File: config.mk
export PLATFORM = sky130hd
export DESIGN_NAME = periph_bus_master_flat
export DESIGN_NICKNAME = d
export VERILOG_FILES = /design/src/rtl/periph_bus_master_pkg.sv /design/src/rtl/periph_bus_master_if.sv /design/src/rtl/periph_bus_master_cs_decode.sv /design/src/rtl/periph_bus_master.sv /design/src/flat_wrapper.sv
export SDC_FILE = /design/constraint.sdc
export NUM_CORES = 1
export LEC_CHECK = 0
export CAP_MARGIN = 20
export CORE_UTILIZATION = 30
export DETAILED_ROUTE_END_ITERATION = 7
export MAX_ROUTING_LAYER = met4
export PLACE_DENSITY = 0.67
export SYNTH_ARGS = -nofsm -noshare
export SYNTH_HDL_FRONTEND = slang
export SYNTH_SLANG_ARGS = --single-unit
File: constraint.sdc
create_clock -name clk -period 2.2 [get_ports clk]
set_input_delay 0.44 -clock clk [delete_from_list [all_inputs] [get_ports clk]]
set_output_delay 0.44 -clock clk [all_outputs]
set_load 0.03 [all_outputs]
File: src/rtl/periph_bus_master_pkg.sv
// Shared definitions for the peripheral bus initiator: bus widths, slot
// indices, FSM state encoding and the latched-request record.
package periph_bus_master_pkg;

   localparam int PERIPH_IDX_W = 3;
   localparam int REG_ADDR_W   = 5;
   localparam int REQ_ADDR_W   = PERIPH_IDX_W + REG_ADDR_W;
   localparam int BUS_WDATA_W  = 16;
   localparam int BUS_RDATA_W  = 32;
   localparam int WAIT_W       = 4;
   localparam int MAX_PERIPH   = 8;

   localparam int PERIPH_MULT  = 1;

   typedef enum logic [1:0] {
      IDLE   = 2'd0,
      ACCESS = 2'd1,
      RESP   = 2'd2
   } state_t;

   typedef struct packed {
      logic                    we;
      logic [PERIPH_IDX_W-1:0] idx;
   } req_t;

   function automatic logic [PERIPH_IDX_W-1:0] periphIndex(input logic [REQ_ADDR_W-1:0] reqAddr);
      return reqAddr[REQ_ADDR_W-1:REG_ADDR_W];
   endfunction

   function automatic logic [REG_ADDR_W-1:0] regAddress(input logic [REQ_ADDR_W-1:0] reqAddr);
      return reqAddr[REG_ADDR_W-1:0];
   endfunction

endpackage

File: src/rtl/periph_bus_master_if.sv
// Core request/response port plus the peripheral bus, bundled so the
// initiator sees one master view and the core/peripherals one slave view.
interface periph_bus_master_if
   import periph_bus_master_pkg::*;
#(
   parameter int NUM_PERIPH = 4
) ();

   logic                            req_valid;
   logic                            req_ready;
   logic                            req_we;
   logic [REQ_ADDR_W-1:0]           req_addr;
   logic [BUS_WDATA_W-1:0]          req_wdata;

   logic                            rsp_valid;
   logic                            rsp_ready;
   logic [BUS_RDATA_W-1:0]          rsp_rdata;
   logic                            rsp_err;

   logic [NUM_PERIPH-1:0]           cs;
   logic [REG_ADDR_W-1:0]           addr;
   logic                            rd;
   logic                            wr;
   logic [BUS_WDATA_W-1:0]          d_in;
   logic [BUS_RDATA_W*NUM_PERIPH-1:0] d_out_bus;

   modport master (
      input  req_valid, req_we, req_addr, req_wdata, rsp_ready, d_out_bus,
      output req_ready, rsp_valid, rsp_rdata, rsp_err, cs, addr, rd, wr, d_in
   );

   modport slave (
      output req_valid, req_we, req_addr, req_wdata, rsp_ready, d_out_bus,
      input  req_ready, rsp_valid, rsp_rdata, rsp_err, cs, addr, rd, wr, d_in
   );

endinterface

File: src/rtl/periph_bus_master_cs_decode.sv
// Combinational peripheral-index decoder: one-hot chip select plus a flag
// for indices that have no slot behind them.
module periph_bus_master_cs_decode
   import periph_bus_master_pkg::*;
#(
   parameter int NUM_PERIPH = 4
) (
   input  logic [PERIPH_IDX_W-1:0] index,
   output logic [NUM_PERIPH-1:0]   csOneHot,
   output logic                    outOfRange
);

   always_comb begin
      csOneHot   = '0;
      outOfRange = (int'(index) >= NUM_PERIPH);
      for (int i = 0; i < NUM_PERIPH; i++) begin
         if (index == PERIPH_IDX_W'(i)) begin
            csOneHot[i] = 1'b1;
         end
      end
   end

endmodule

File: src/rtl/periph_bus_master.sv
// Single-outstanding peripheral bus initiator: accepts one core request,
// performs one registered bus access, and returns ack/read data.
module periph_bus_master
   import periph_bus_master_pkg::*;
#(
   parameter int NUM_PERIPH = 4,
   parameter int RD_WAIT    = 0
) (
   input  logic                 clk,
   input  logic                 reset,
   periph_bus_master_if.master  bus
);

   state_t                  state, stateNext;
   req_t                    reqLat, reqNext;
   logic [WAIT_W-1:0]       waitCnt, waitNext;

   logic [NUM_PERIPH-1:0]   csReg, csNext;
   logic                    rdReg, rdNext;
   logic                    wrReg, wrNext;
   logic [REG_ADDR_W-1:0]   addrReg, addrNext;
   logic [BUS_WDATA_W-1:0]  dInReg, dInNext;

   logic                    reqReadyReg, reqReadyNext;
   logic                    rspValidReg, rspValidNext;
   logic [BUS_RDATA_W-1:0]  rdataReg, rdataNext;
   logic                    errReg, errNext;

   logic [PERIPH_IDX_W-1:0] reqIdx;
   logic [NUM_PERIPH-1:0]   csDecoded;
   logic                    outOfRange;
   logic [BUS_RDATA_W-1:0]  slotData;

   assign reqIdx = periphIndex(bus.req_addr);

   periph_bus_master_cs_decode #(
      .NUM_PERIPH (NUM_PERIPH)
   ) uDecode (
      .index      (reqIdx),
      .csOneHot   (csDecoded),
      .outOfRange (outOfRange)
   );

   // Slot mux keyed on the latched index, which is always in range here.
   always_comb begin
      slotData = '0;
      for (int i = 0; i < NUM_PERIPH; i++) begin
         if (reqLat.idx == PERIPH_IDX_W'(i)) begin
            slotData = bus.d_out_bus[BUS_RDATA_W*i +: BUS_RDATA_W];
         end
      end
   end

   // Next-state logic; every bus and response output is computed one cycle
   // ahead so the registers below present glitch-free strobes.
   always_comb begin
      stateNext    = state;
      reqNext      = reqLat;
      waitNext     = waitCnt;
      csNext       = csReg;
      rdNext       = rdReg;
      wrNext       = wrReg;
      addrNext     = addrReg;
      dInNext      = dInReg;
      reqReadyNext = reqReadyReg;
      rspValidNext = rspValidReg;
      rdataNext    = rdataReg;
      errNext      = errReg;

      case (state)
         IDLE: begin
            if (bus.req_valid) begin
               reqNext.we   = bus.req_we;
               reqNext.idx  = reqIdx;
               reqReadyNext = 1'b0;
               if (outOfRange) begin
                  stateNext    = RESP;
                  rspValidNext = 1'b1;
                  errNext      = 1'b1;
                  rdataNext    = '0;
               end else begin
                  stateNext = ACCESS;
                  csNext    = csDecoded;
                  rdNext    = !bus.req_we;
                  wrNext    = bus.req_we;
                  addrNext  = regAddress(bus.req_addr);
                  dInNext   = bus.req_wdata;
                  waitNext  = WAIT_W'(RD_WAIT);
                  errNext   = 1'b0;
               end
            end
         end

         ACCESS: begin
            if (reqLat.we || (waitCnt == '0)) begin
               stateNext    = RESP;
               csNext       = '0;
               rdNext       = 1'b0;
               wrNext       = 1'b0;
               rspValidNext = 1'b1;
               errNext      = 1'b0;
               rdataNext    = reqLat.we ? '0 : slotData;
            end else begin
               waitNext = waitCnt - WAIT_W'(1);
            end
         end

         RESP: begin
            if (bus.rsp_ready) begin
               stateNext    = IDLE;
               rspValidNext = 1'b0;
               reqReadyNext = 1'b1;
            end
         end

         default: begin
            stateNext    = IDLE;
            csNext       = '0;
            rdNext       = 1'b0;
            wrNext       = 1'b0;
            rspValidNext = 1'b0;
            reqReadyNext = 1'b1;
         end
      endcase
   end

   always_ff @(posedge clk) begin
      if (!reset) begin
         state       <= IDLE;
         reqLat      <= '0;
         waitCnt     <= '0;
         csReg       <= '0;
         rdReg       <= 1'b0;
         wrReg       <= 1'b0;
         addrReg     <= '0;
         dInReg      <= '0;
         reqReadyReg <= 1'b1;
         rspValidReg <= 1'b0;
         rdataReg    <= '0;
         errReg      <= 1'b0;
      end else begin
         state       <= stateNext;
         reqLat      <= reqNext;
         waitCnt     <= waitNext;
         csReg       <= csNext;
         rdReg       <= rdNext;
         wrReg       <= wrNext;
         addrReg     <= addrNext;
         dInReg      <= dInNext;
         reqReadyReg <= reqReadyNext;
         rspValidReg <= rspValidNext;
         rdataReg    <= rdataNext;
         errReg      <= errNext;
      end
   end

   assign bus.req_ready = reqReadyReg;
   assign bus.rsp_valid = rspValidReg;
   assign bus.rsp_rdata = rdataReg;
   assign bus.rsp_err   = errReg;
   assign bus.cs        = csReg;
   assign bus.rd        = rdReg;
   assign bus.wr        = wrReg;
   assign bus.addr      = addrReg;
   assign bus.d_in      = dInReg;

endmodule

File: src/flat_wrapper.sv
// flat-port wrapper written by rule: the top's interface ports become plain ports
module periph_bus_master_flat import periph_bus_master_pkg::*;
#(
   parameter int NUM_PERIPH = 4,
   parameter int RD_WAIT    = 0
)
  (clk, reset, bus_req_valid, bus_req_we, bus_req_addr, bus_req_wdata, bus_rsp_ready, bus_d_out_bus, bus_req_ready, bus_rsp_valid, bus_rsp_rdata, bus_rsp_err, bus_cs, bus_addr, bus_rd, bus_wr, bus_d_in);
  periph_bus_master_if #(.NUM_PERIPH(NUM_PERIPH)) bus_i ();
  input  logic clk;
  input  logic reset;
  input wire logic [$bits(bus_i.req_valid)-1:0] bus_req_valid;
  input wire logic [$bits(bus_i.req_we)-1:0] bus_req_we;
  input wire logic [$bits(bus_i.req_addr)-1:0] bus_req_addr;
  input wire logic [$bits(bus_i.req_wdata)-1:0] bus_req_wdata;
  input wire logic [$bits(bus_i.rsp_ready)-1:0] bus_rsp_ready;
  input wire logic [$bits(bus_i.d_out_bus)-1:0] bus_d_out_bus;
  output wire logic [$bits(bus_i.req_ready)-1:0] bus_req_ready;
  output wire logic [$bits(bus_i.rsp_valid)-1:0] bus_rsp_valid;
  output wire logic [$bits(bus_i.rsp_rdata)-1:0] bus_rsp_rdata;
  output wire logic [$bits(bus_i.rsp_err)-1:0] bus_rsp_err;
  output wire logic [$bits(bus_i.cs)-1:0] bus_cs;
  output wire logic [$bits(bus_i.addr)-1:0] bus_addr;
  output wire logic [$bits(bus_i.rd)-1:0] bus_rd;
  output wire logic [$bits(bus_i.wr)-1:0] bus_wr;
  output wire logic [$bits(bus_i.d_in)-1:0] bus_d_in;
  assign bus_i.req_valid = bus_req_valid;
  assign bus_i.req_we = bus_req_we;
  assign bus_i.req_addr = bus_req_addr;
  assign bus_i.req_wdata = bus_req_wdata;
  assign bus_i.rsp_ready = bus_rsp_ready;
  assign bus_i.d_out_bus = bus_d_out_bus;
  assign bus_req_ready = bus_i.req_ready;
  assign bus_rsp_valid = bus_i.rsp_valid;
  assign bus_rsp_rdata = bus_i.rsp_rdata;
  assign bus_rsp_err = bus_i.rsp_err;
  assign bus_cs = bus_i.cs;
  assign bus_addr = bus_i.addr;
  assign bus_rd = bus_i.rd;
  assign bus_wr = bus_i.wr;
  assign bus_d_in = bus_i.d_in;
  periph_bus_master #(.NUM_PERIPH(NUM_PERIPH), .RD_WAIT(RD_WAIT)) u_core (.clk(clk), .reset(reset), .bus(bus_i));
endmodule
==> results of run 1 <==
## where the power goes
group / leakage [nW] / switching [mW] / internal (mW) / total [mW]
clock network: 0.130 / 0.485 / 0.803 / 1.29
logic: 1.45 / 0.378 / 0.478 / 0.856
registers: 0.586 / 0.0489 / 1.36 / 1.41
total: 2.17 / 0.912 / 2.65 / 3.56
## cells by family (layout without fill, tap and decap cells)
logic type | count (synthesis) | in the layout | synth area share [%]
DFF | 72 | 72 | 40.7
and+or+nand+nor | 90 | 90 | 12.7
adders and majority gates | 2 | 2 | 0.706
muxes | 36 | 36 | 10.2
AOI/OAI and AO/OA | 138 | 138 | 29.3
xor gates and xnor gates | 2 | 2 | 0.494
buffers and inverters | 42 | 249 | 6.00
## layer usage
metal / wire, um / global-route usage, % / up-vias
met2: 5260 / 30.8 / 156
met4: 87 / 5.16 / 0
met3: 955 / 6.56 / 7
met1: 5000 / 22.5 / 1659
li1: - / - / 1841
met5: 0 / - / -
## per-stage QoR
step	utilization, %	area, um^2	cells	power [mW]
after floorplan	-	3540	382	1.84
after global placement	50.9	5840	719	2.29
after detailed placement	50.9	5840	719	2.30
after CTS	53.2	6100	732	3.62
after global routing	53.2	6100	732	3.74
final	53.2	6100	732	3.56
## sequential cells by signal (all words and copies together), names as in the netlist
register,count
u_core.bus.d_in,16
u_core.bus.wr,1
u_core.bus.rd,1
u_core.bus.rsp_rdata,32
u_core.bus.rsp_err,1
u_core.state,2
u_core.bus.req_ready,1
u_core.waitCnt,4
u_core.bus.cs,4
u_core.reqLat,4
u_core.bus.rsp_valid,1
u_core.bus.addr,5
## cell type report
class	count	area (um^2)
Clock buffer	12	256
Clock inverter	1	5.00
Fill cell	1073	5370
Inverter	5	18.8
Multi-Input combinational cell	268	1890
Sequential cell	72	1440
Tap cell	143	179
Timing Repair Buffer	231	2300
## worst min-delay path: stages (launching register included)
cell,delay [ps]
dfxtp_1,300
nand2_1,50
a21boi_1,50
## cells in the final DEF (no fill, tap or decap), types with 3 or more instances in the layout
cell type,synthesis,layout
o221ai_1,32,32
mux2i_1,36,36
nor3_1,3,3
clkdlybuf4s50_1,0,218
a21oi_1,4,4
buf_4,0,11
nand2_1,47,47
dfxtp_1,72,70
and3_1,3,3
nor2_1,9,9
o22ai_1,3,3
nor2b_1,6,6
a21boi_0,17,17
nand4_1,4,4
a22o_1,30,30
nand3_1,5,5
a21boi_1,7,7
clkbuf_16,0,9
o21ai_0,36,36
inv_1,5,5
## path summary, 6_finish.rpt
| path | to | cells after the start |
|---|---|---|
| worst max register to register | u_core.bus.rsp_rdata[27] | 7 |
| worst min register to register | u_core.bus.d_in[10] | 2 |
| worst max-delay path | u_core.bus.rsp_rdata[27] | 7 |
| worst min-delay path | u_core.bus.d_in[10] | 2 |
==> results.ini, run 1 <==
[floorplan]
rows = 39
die_y_um = 111
design.core.area_mm2 = 0.0115
die_area_mm2 = 0.0123
start_util_pct = 30.9
die_w_um = 111
ios = 219

[worst_setup_path]
r2r_setup_slack_ps = 150
startpoint = u_core.waitCnt[0]
cp.required_ps = 2410
cp_num_buf_inv = 2
r2r-start = u_core.waitCnt[0]
cp_top_family = compound AO/OA/AOI/OAI gates
cp_max_fo = 32
cp.arrival_ps = 2270
crit_chain = inv_1, ha_1, or3b_1, a311oi_4, nor2b_2, buf_12, a22o_2
critPathKind = flip-flop to flip-flop
critPathCaptureType = flip-flop
worstSetupStartpointType = flip-flop
max_stage_delay_ps = 480
cp_slowest_cell = or3b_1

[sta]
rsz0062_at_grt = no
timing.hold.ws_ps = 449
drv_slew = 0
fin_ws_ps = 147
slew_headroom_pct = 61.9
finalSetupViolCount = 0
max_freq_mhz = 487
worst_slew_pin_slew_ps = 571
period_share_pct = 93.3
fin_crit_ps = 2050
setup-tns-final_ps = 0
clock_skew_ps = 3.90
final-hold-violation-count = 0

[finish]
area_growth_pct = 72.0
nets = 746
antenna_cells = 0
drive_gt1_share_pct = 6.11

[placement]
dp_hpwl_mm = 8.35
port_buffers = 218
routabilityCongestion = 0.803
pre_cts_ws_ps = 48.4

[clock_tree]
clk_latency_ps = 320
cts.htree.levels = 3
clock_tree.buffer_depth = 2
path_clk_slew_ps = 50
cts_tree = yes
cts_sinks = 72
postCtsSetupRepairBufs = 0
cts-hold-fix-buffers = 0
cts_buffers = 9
root_buffer = clkbuf_16
cts_resized = 0

[global_routing]
grt.overflow.total = 0
antenna_found_initial = 0
grt_pass1_wl_mm = 18.4
grt_pass1_vias = 3720
track_usage_pct = 19.1
grt_max_degree = 40

[detailed_routing]
routedWlPerCell_um = 15.4
drtPass1Iterations = 4
routed_wl_mm = 11.3
vias = 3663
viasPerCell = 5.00
first_iter_violations = 143
ant_nets = 0
route.detailed.drc = 0

[outcome]
status = completed

[synth]
synthMostInstantiatedCell = dfxtp_1
synthArstFlopShare_pct = 0
synthTopCellsByCount = dfxtp_1, nand2_1, mux2i_1, o21ai_0, o221ai_1
syn_area_mm2 = 0.00354
yosysSeqAreaShare_pct = 40.7
synthCells = 382
avgSynthCellArea_um2 = 9.28
netlist.area_leader.share_pct = 40.7
netlist.top_cell.by_area = dfxtp_1
synth_nets = 541
ys_warn_count = 0
synthFlopType = dfxtp_1
synth_edf_count = 0
ys_types = 42
synth.area.top_cells = dfxtp_1, mux2i_1, o221ai_1
yosys_register_bits = 72

[power]
peakVddDrop_v = 0.000315
power_density_mw_per_mm2 = 583
power.leakage_nw = 2.17

[worst_hold_path]
hold_path.startpoint = u_core.bus.d_in[10]
hold_path_class = flip-flop to flip-flop

[run]
maxCapViolations = 0

Power figures use the tool's default switching activity.
==> run 2: changes to the inputs <==
--- a/config.mk
+++ b/config.mk
@@ -6,7 +6,9 @@
 export NUM_CORES = 1
 export LEC_CHECK = 0
 export CAP_MARGIN = 20
+export CORE_ASPECT_RATIO = 0.8
 export CORE_UTILIZATION = 30
+export CTS_CLUSTER_DIAMETER = 60
 export DETAILED_ROUTE_END_ITERATION = 7
 export MAX_ROUTING_LAYER = met4
 export PLACE_DENSITY = 0.67
==> run 2 against run 1 <==
Compared with the run above: sequential power barely moved; highest routed layer unchanged; sequential cell count is the same; maximum frequency is 1.6% lower; largest power group is now clock; non-clock buffer count rose by 3.
==> results.ini, run 2 (synthesized netlist as in run 1, its figures left out) <==
[floorplan]
die_w_um = 124  ; +12%
start_util_pct = 30.8  ; -0.13 points
ios = 219  ; unchanged
design.core.area_mm2 = 0.0115  ; +0.44%
die_area_mm2 = 0.0123  ; about the same
die_y_um = 99.2  ; -10%
rows = 35  ; -10%

[placement]
dpl-instance-area_mm2 = 0.00592  ; +1.4%
port_buffers = 218  ; unchanged
routabilityCongestion = 0.761  ; -5.2%
dp_hpwl_mm = 8.54  ; +2.2%

[sta]
max_freq_mhz = 479  ; -1.6%
finalSetupViolCount = 0  ; unchanged
final-hold-violation-count = 0  ; unchanged
drv_slew = 0  ; unchanged
rsz0062_at_grt = no
timing.hold.ws_ps = 451  ; +1.48 ps
setup-tns-final_ps = 0  ; unchanged
fin_crit_ps = 2090  ; +32.6 ps
period_share_pct = 94.8  ; +1.5 points
clock_skew_ps = 3.35  ; -0.547 ps
slew_headroom_pct = 60.1  ; -1.8 points
worst_slew_pin_slew_ps = 595  ; +24.5 ps

[worst_hold_path]
hold_end = u_core.bus.d_in[11]
hold_path_class = flip-flop to flip-flop
hold_depth = 2  ; unchanged
hold_path.startpoint = u_core.bus.d_in[11]

[power]
p_clk_share_pct = 40.1  ; +3.9 points
p_sw_share_pct = 25.1  ; -0.51 points
internal_power_mw = 2.86  ; +8.1%
peakVddDrop_v = 0.000314  ; -0.52%
p_comb_share_pct = 23.2  ; -0.9 points
power.leakage_nw = 2.23  ; +2.9%
switchingPower_mw = 0.959  ; +5.2%
power_mw = 3.82  ; +7.3%
power_density_mw_per_mm2 = 612  ; +4.9%
sequentialPowerShare_pct = 36.7  ; -3.0 points

[global_routing]
grt_max_degree = 65  ; +63%
grt_pass1_vias = 3495  ; -6.0%
grt_pass1_wl_mm = 17.2  ; -6.7%
track_usage_pct = 18.4  ; -0.64 points
grt.overflow.total = 0  ; unchanged
antenna_found_initial = 0  ; unchanged

[worst_setup_path]
cp_max_fo = 22  ; -31%
critPathKind = flip-flop to flip-flop
cp.arrival_ps = 2300  ; +30 ps
worstSetupStartpointType = flip-flop
critPathCaptureType = flip-flop
cp.required_ps = 2410  ; about the same
r2r_cells = 7  ; unchanged
r2r-start = u_core.waitCnt[0]
reg2reg_to = u_core.bus.rsp_rdata[28]
r2r_setup_slack_ps = 110  ; -30 ps

[clock_tree]
cts.htree.levels = 3  ; unchanged
cts-hold-fix-buffers = 0  ; unchanged
clk_latency_ps = 320  ; about the same
clock_tree.buffer_depth = 2  ; unchanged
cts_tree = yes
cts_buffers = 9  ; unchanged
root_buffer = clkbuf_16
postCtsSetupRepairBufs = 0  ; unchanged
path_clk_slew_ps = 60  ; about the same
cts_sinks = 72  ; unchanged
cts_resized = 0  ; unchanged

[finish]
area_growth_pct = 76.0
fillerInstances = 1026  ; -4.4%
drive_gt1_share_pct = 7.06  ; +0.95 points
nets = 749  ; +0.40%
final_common_cell = clkdlybuf4s50_1
utilization_pct = 54.2  ; +0.99 points
finish.instance_area_mm2 = 0.00624  ; +2.3%
antenna_cells = 0  ; unchanged
final_cell_mix = clkdlybuf4s50_1, dfxtp_1, nand2_1, mux2i_1, o21ai_0
largest_register_ffs = 32  ; unchanged

[detailed_routing]
ant_nets = 0  ; unchanged
routed_wl_mm = 11.3  ; -0.15%
route.detailed.drc = 0  ; unchanged
vias = 3653  ; -0.27%
drtPass1Iterations = 4  ; unchanged
routedWlPerCell_um = 15.2  ; -1.6%
viasPerCell = 4.92  ; -1.7%
first_iter_violations = 231  ; +62%

[outcome]
status = completed

[run]
maxCapViolations = 0  ; unchanged

-- run 2: changes by cell type in the layout (fill, tap and decap cells not counted) --
| cell | before | now |
|---|---|---|
| bufinv_16 | 0 | 1 |
| nor4b_2 | 1 | 0 |
| buf_16 | 0 | 1 |
| buf_12 | 2 | 4 |
| nor4b_4 | 0 | 1 |
| clkbuf_8 | 2 | 4 |
-- run 2: critical path, cell delays in order (launching register included) --
cell and delay [ps]:
dfxtp_1 330, inv_1 80, ha_1 150, or3b_1 430, a311oi_4 340, nor2b_2 180, buf_16 200, a22o_2 250
-- run 2: worst max-delay path by stage --
stage	slack (ps)	endpoint	depth (start not counted)	start
4_1_cts	110	u_core.bus.rsp_rdata[28]	7	u_core.waitCnt[0]
5_1_grt	10	u_core.bus.rsp_rdata[28]	7	u_core.waitCnt[0]
3_5_place_dp	-50	u_core.bus.cs[0]	6	bus_req_addr[7]
6_report	110	u_core.bus.rsp_rdata[28]	7	u_core.waitCnt[0]
2_1_floorplan	260	u_core.bus.rsp_rdata[0]	9	u_core.waitCnt[0]
3_3_place_gp	-390	u_core.bus.rsp_rdata[28]	5	bus_req_valid
-- run 2: final cells by class --
cell class	count	area, um^2	area share, %
multi-input cells	268	1900	30.4
flip-flops and latches	72	1440	23.1
clock buffers	14	284	4.55
repair buffers	234	2370	38.0
inverters	5	18.8	0.301
well taps	148	185	2.97
clock inverters	2	35.0	0.562
-- run 2: layer usage --
layer / routed length, um / GRT usage [%] / vias to the layer above
met1: 4960 / 22.4 / 1694
met3: 643 / 3.50 / 6
met4: 72 / 4.17 / 0
met2: 5610 / 31.3 / 107
li1: - / - / 1846
met5: 0 / - / -
-- run 2: metrics by stage --
| stage | setup WS, ps | std cells |
|---|---|---|
| 4_1_cts | 110 | 743 |
| 3_3_place_gp | -395 | 726 |
| 2_1_floorplan | 257 | 382 |
| 5_1_grt | 10.2 | 743 |
| 3_5_place_dp | -46.5 | 727 |
| 6_report | 114 | 743 |
-- run 2: power groups by stage --
stage | combinational, mW | clock (mW) | sequential, mW
2_1_floorplan | 0.320 | 0 | 1.52
3_3_place_gp | 0.873 | 0 | 1.43
3_5_place_dp | 0.890 | 0 | 1.43
4_1_cts | 0.893 | 1.56 | 1.40
5_1_grt | 0.949 | 1.63 | 1.41
6_report | 0.886 | 1.53 | 1.40
==> run 3: changes to the inputs <==
==> constraint.sdc (replaced) <==
create_clock -name clk -period 2.6 [get_ports clk]
set_input_delay 0.52 -clock clk [delete_from_list [all_inputs] [get_ports clk]]
set_output_delay 0.52 -clock clk [all_outputs]
set_load 0.1 [all_outputs]
==> run 3 against run 2 <==
Compared with the run above: via count about the same; wire length increased by 1.5%; combinational power rose by 4.2%; total power decreased by 9.3%; clock skew up 1.3 ps; hold slack improved by 6.3 ps; sequential power shrank 14%; critical path depth is 2 lower; design area is 3.9% lower; sequential share of layout area increased by 0.95 points.
==> results.ini, run 3 (synthesized netlist as in run 1, its figures left out) <==
[global_routing]
grt_pass1_wl_mm = 17.2  ; +0.24%
grt_max_degree = 67  ; +3.1%
grt.overflow.total = 0  ; unchanged
antenna_found_initial = 0  ; unchanged
track_usage_pct = 18.5  ; +0.030 points
grt_pass1_vias = 3394  ; -2.9%

[sta]
max_freq_mhz = 452  ; -5.8%
finalSetupViolCount = 0  ; unchanged
period_share_pct = 85.2  ; -9.6 points
worst_slew_pin_slew_ps = 699  ; +104 ps
rsz0062_at_grt = no
drv_slew = 0  ; unchanged
clock_skew_ps = 4.65  ; +1.30 ps
slew_headroom_pct = 53.4  ; -6.7 points
final-hold-violation-count = 0  ; unchanged
fin_crit_ps = 2210  ; +129 ps
setup-tns-final_ps = 0  ; unchanged

[clock_tree]
path_clk_slew_ps = 60  ; about the same
cts.htree.levels = 3  ; unchanged
cts_buffers = 9  ; unchanged
cts_tree = yes
postCtsSetupRepairBufs = 0  ; unchanged
cts_resized = 0  ; unchanged
clk_latency_ps = 320  ; about the same
root_buffer = clkbuf_16
clock_tree.buffer_depth = 2  ; unchanged
cts-hold-fix-buffers = 0  ; unchanged
cts_sinks = 72  ; unchanged

[power]
p_comb_share_pct = 26.6  ; +3.4 points
switchingPower_mw = 1.04  ; +8.1%
power.leakage_nw = 2.31  ; +3.5%
power_density_mw_per_mm2 = 578  ; -5.6%
sequentialPowerShare_pct = 34.5  ; -2.2 points
p_clk_share_pct = 38.9  ; -1.2 points
peakVddDrop_v = 0.000329  ; +4.8%
internal_power_mw = 2.43  ; -15%
power_mw = 3.46  ; -9.3%
p_sw_share_pct = 29.9  ; +4.8 points

[placement]
dp_hpwl_mm = 8.57  ; +0.43%
routabilityCongestion = 0.775  ; +1.8%
port_buffers = 218  ; unchanged
dp_cells = 721  ; -0.83%

[finish]
largest_register_ffs = 32  ; unchanged
final_common_cell = clkdlybuf4s50_1
final_cell_mix = clkdlybuf4s50_1, buf_4, dfxtp_1, nand2_1
area_growth_pct = 69.1
antenna_cells = 0  ; unchanged
drive_gt1_share_pct = 16.8  ; +9.7 points
instances_no_fill = 737  ; -0.81%
fillerInstances = 1062  ; +3.5%
nets = 743  ; -0.80%

[worst_setup_path]
critPathKind = flip-flop to flip-flop
cp.required_ps = 2860  ; +450 ps
worstSetupStartpointType = flip-flop
critPathCaptureType = flip-flop
cp_max_fo = 32  ; +45%
cp.arrival_ps = 2480  ; +180 ps

[detailed_routing]
ant_nets = 0  ; unchanged
first_iter_violations = 193  ; -16%
route.detailed.drc = 0  ; unchanged
viasPerCell = 4.96  ; +0.90%
routedWlPerCell_um = 15.5  ; +2.3%
drtPass1Iterations = 4  ; unchanged
vias = 3656  ; +0.082%
routed_wl_mm = 11.4  ; +1.5%

[worst_hold_path]
hold_path_class = flip-flop to flip-flop

[outcome]
status = completed

[floorplan]
die_area_mm2 = 0.0123  ; unchanged
rows = 35  ; unchanged
die_y_um = 99.2  ; unchanged
start_util_pct = 30.8  ; unchanged
die_w_um = 124  ; unchanged
design.core.area_mm2 = 0.0115  ; unchanged
ios = 219  ; unchanged

[run]
maxCapViolations = 0  ; unchanged

[run 3: cell count changes in the layout (fill, tap and decap cells not counted)]
cell and change:
buf_16 -1, clkdlybuf4s50_1 -62, clkbuf_1 -1, clkbuf_8 -2, clkinv_4 +1, bufinv_16 +1
buf_4 +60, clkinv_2 +1, buf_12 -3
[run 3: final cells by class]
type | count | area, um^2 | area share (%)
repair buffers | 228 | 2110 | 35.3
multi-input cells | 268 | 1900 | 31.7
flip-flops and latches | 72 | 1440 | 24.1
clock buffers | 11 | 253 | 4.22
well taps | 148 | 185 | 3.09
clock inverters | 5 | 78.8 | 1.32
inverters | 5 | 18.8 | 0.313
[run 3: per-layer routing]
layer	share of wire, %	GRT usage (%)	vias up
met2	49	31.1	107
met5	0	-	-
met3	5.9	4.30	7
met1	44	22.2	1714
li1	-	-	1828
met4	0.93	4.26	0
[run 3: critical path: stages, from the launching register on]
cell and delay [ps]:
dfxtp_1 330, inv_1 80, ha_1 150, or3b_1 500
and4bb_2 820, a22o_1 250
[run 3: path summary, 6_finish.rpt]
check | startpoint | to | slack [ps] | cells past startpoint
worst max-delay path | u_core.waitCnt[0] | u_core.bus.rsp_rdata[26] | 390 | 5
worst min-delay path | u_core.bus.d_in[11] | u_core.bus.d_in[11] | 460 | 2
worst max register to register | u_core.waitCnt[0] | u_core.bus.rsp_rdata[26] | 390 | 5
worst min register to register | u_core.bus.d_in[11] | u_core.bus.d_in[11] | 460 | 2
[run 3: through the flow]
stage          util (%)  worst slack (ps)  hold slack, ps  cell area, um^2
2_1_floorplan         -               656             487             3540
4_1_cts            52.0               357             461             5990
6_report           52.0               385             457             5990
5_1_grt            52.0               273             487             5990
3_3_place_gp       49.2               304             448             5660
3_5_place_dp       49.2               248             453             5660
[run 3: power by group through the flow]
stage | sequential (mW) | clock [mW] | combinational (mW)
after CTS | 1.20 | 1.37 | 0.930
after detailed placement | 1.22 | 0 | 0.927
after global routing | 1.20 | 1.43 | 0.974
after global placement | 1.22 | 0 | 0.920
after floorplan | 1.50 | 0 | 0.271
final | 1.20 | 1.35 | 0.923
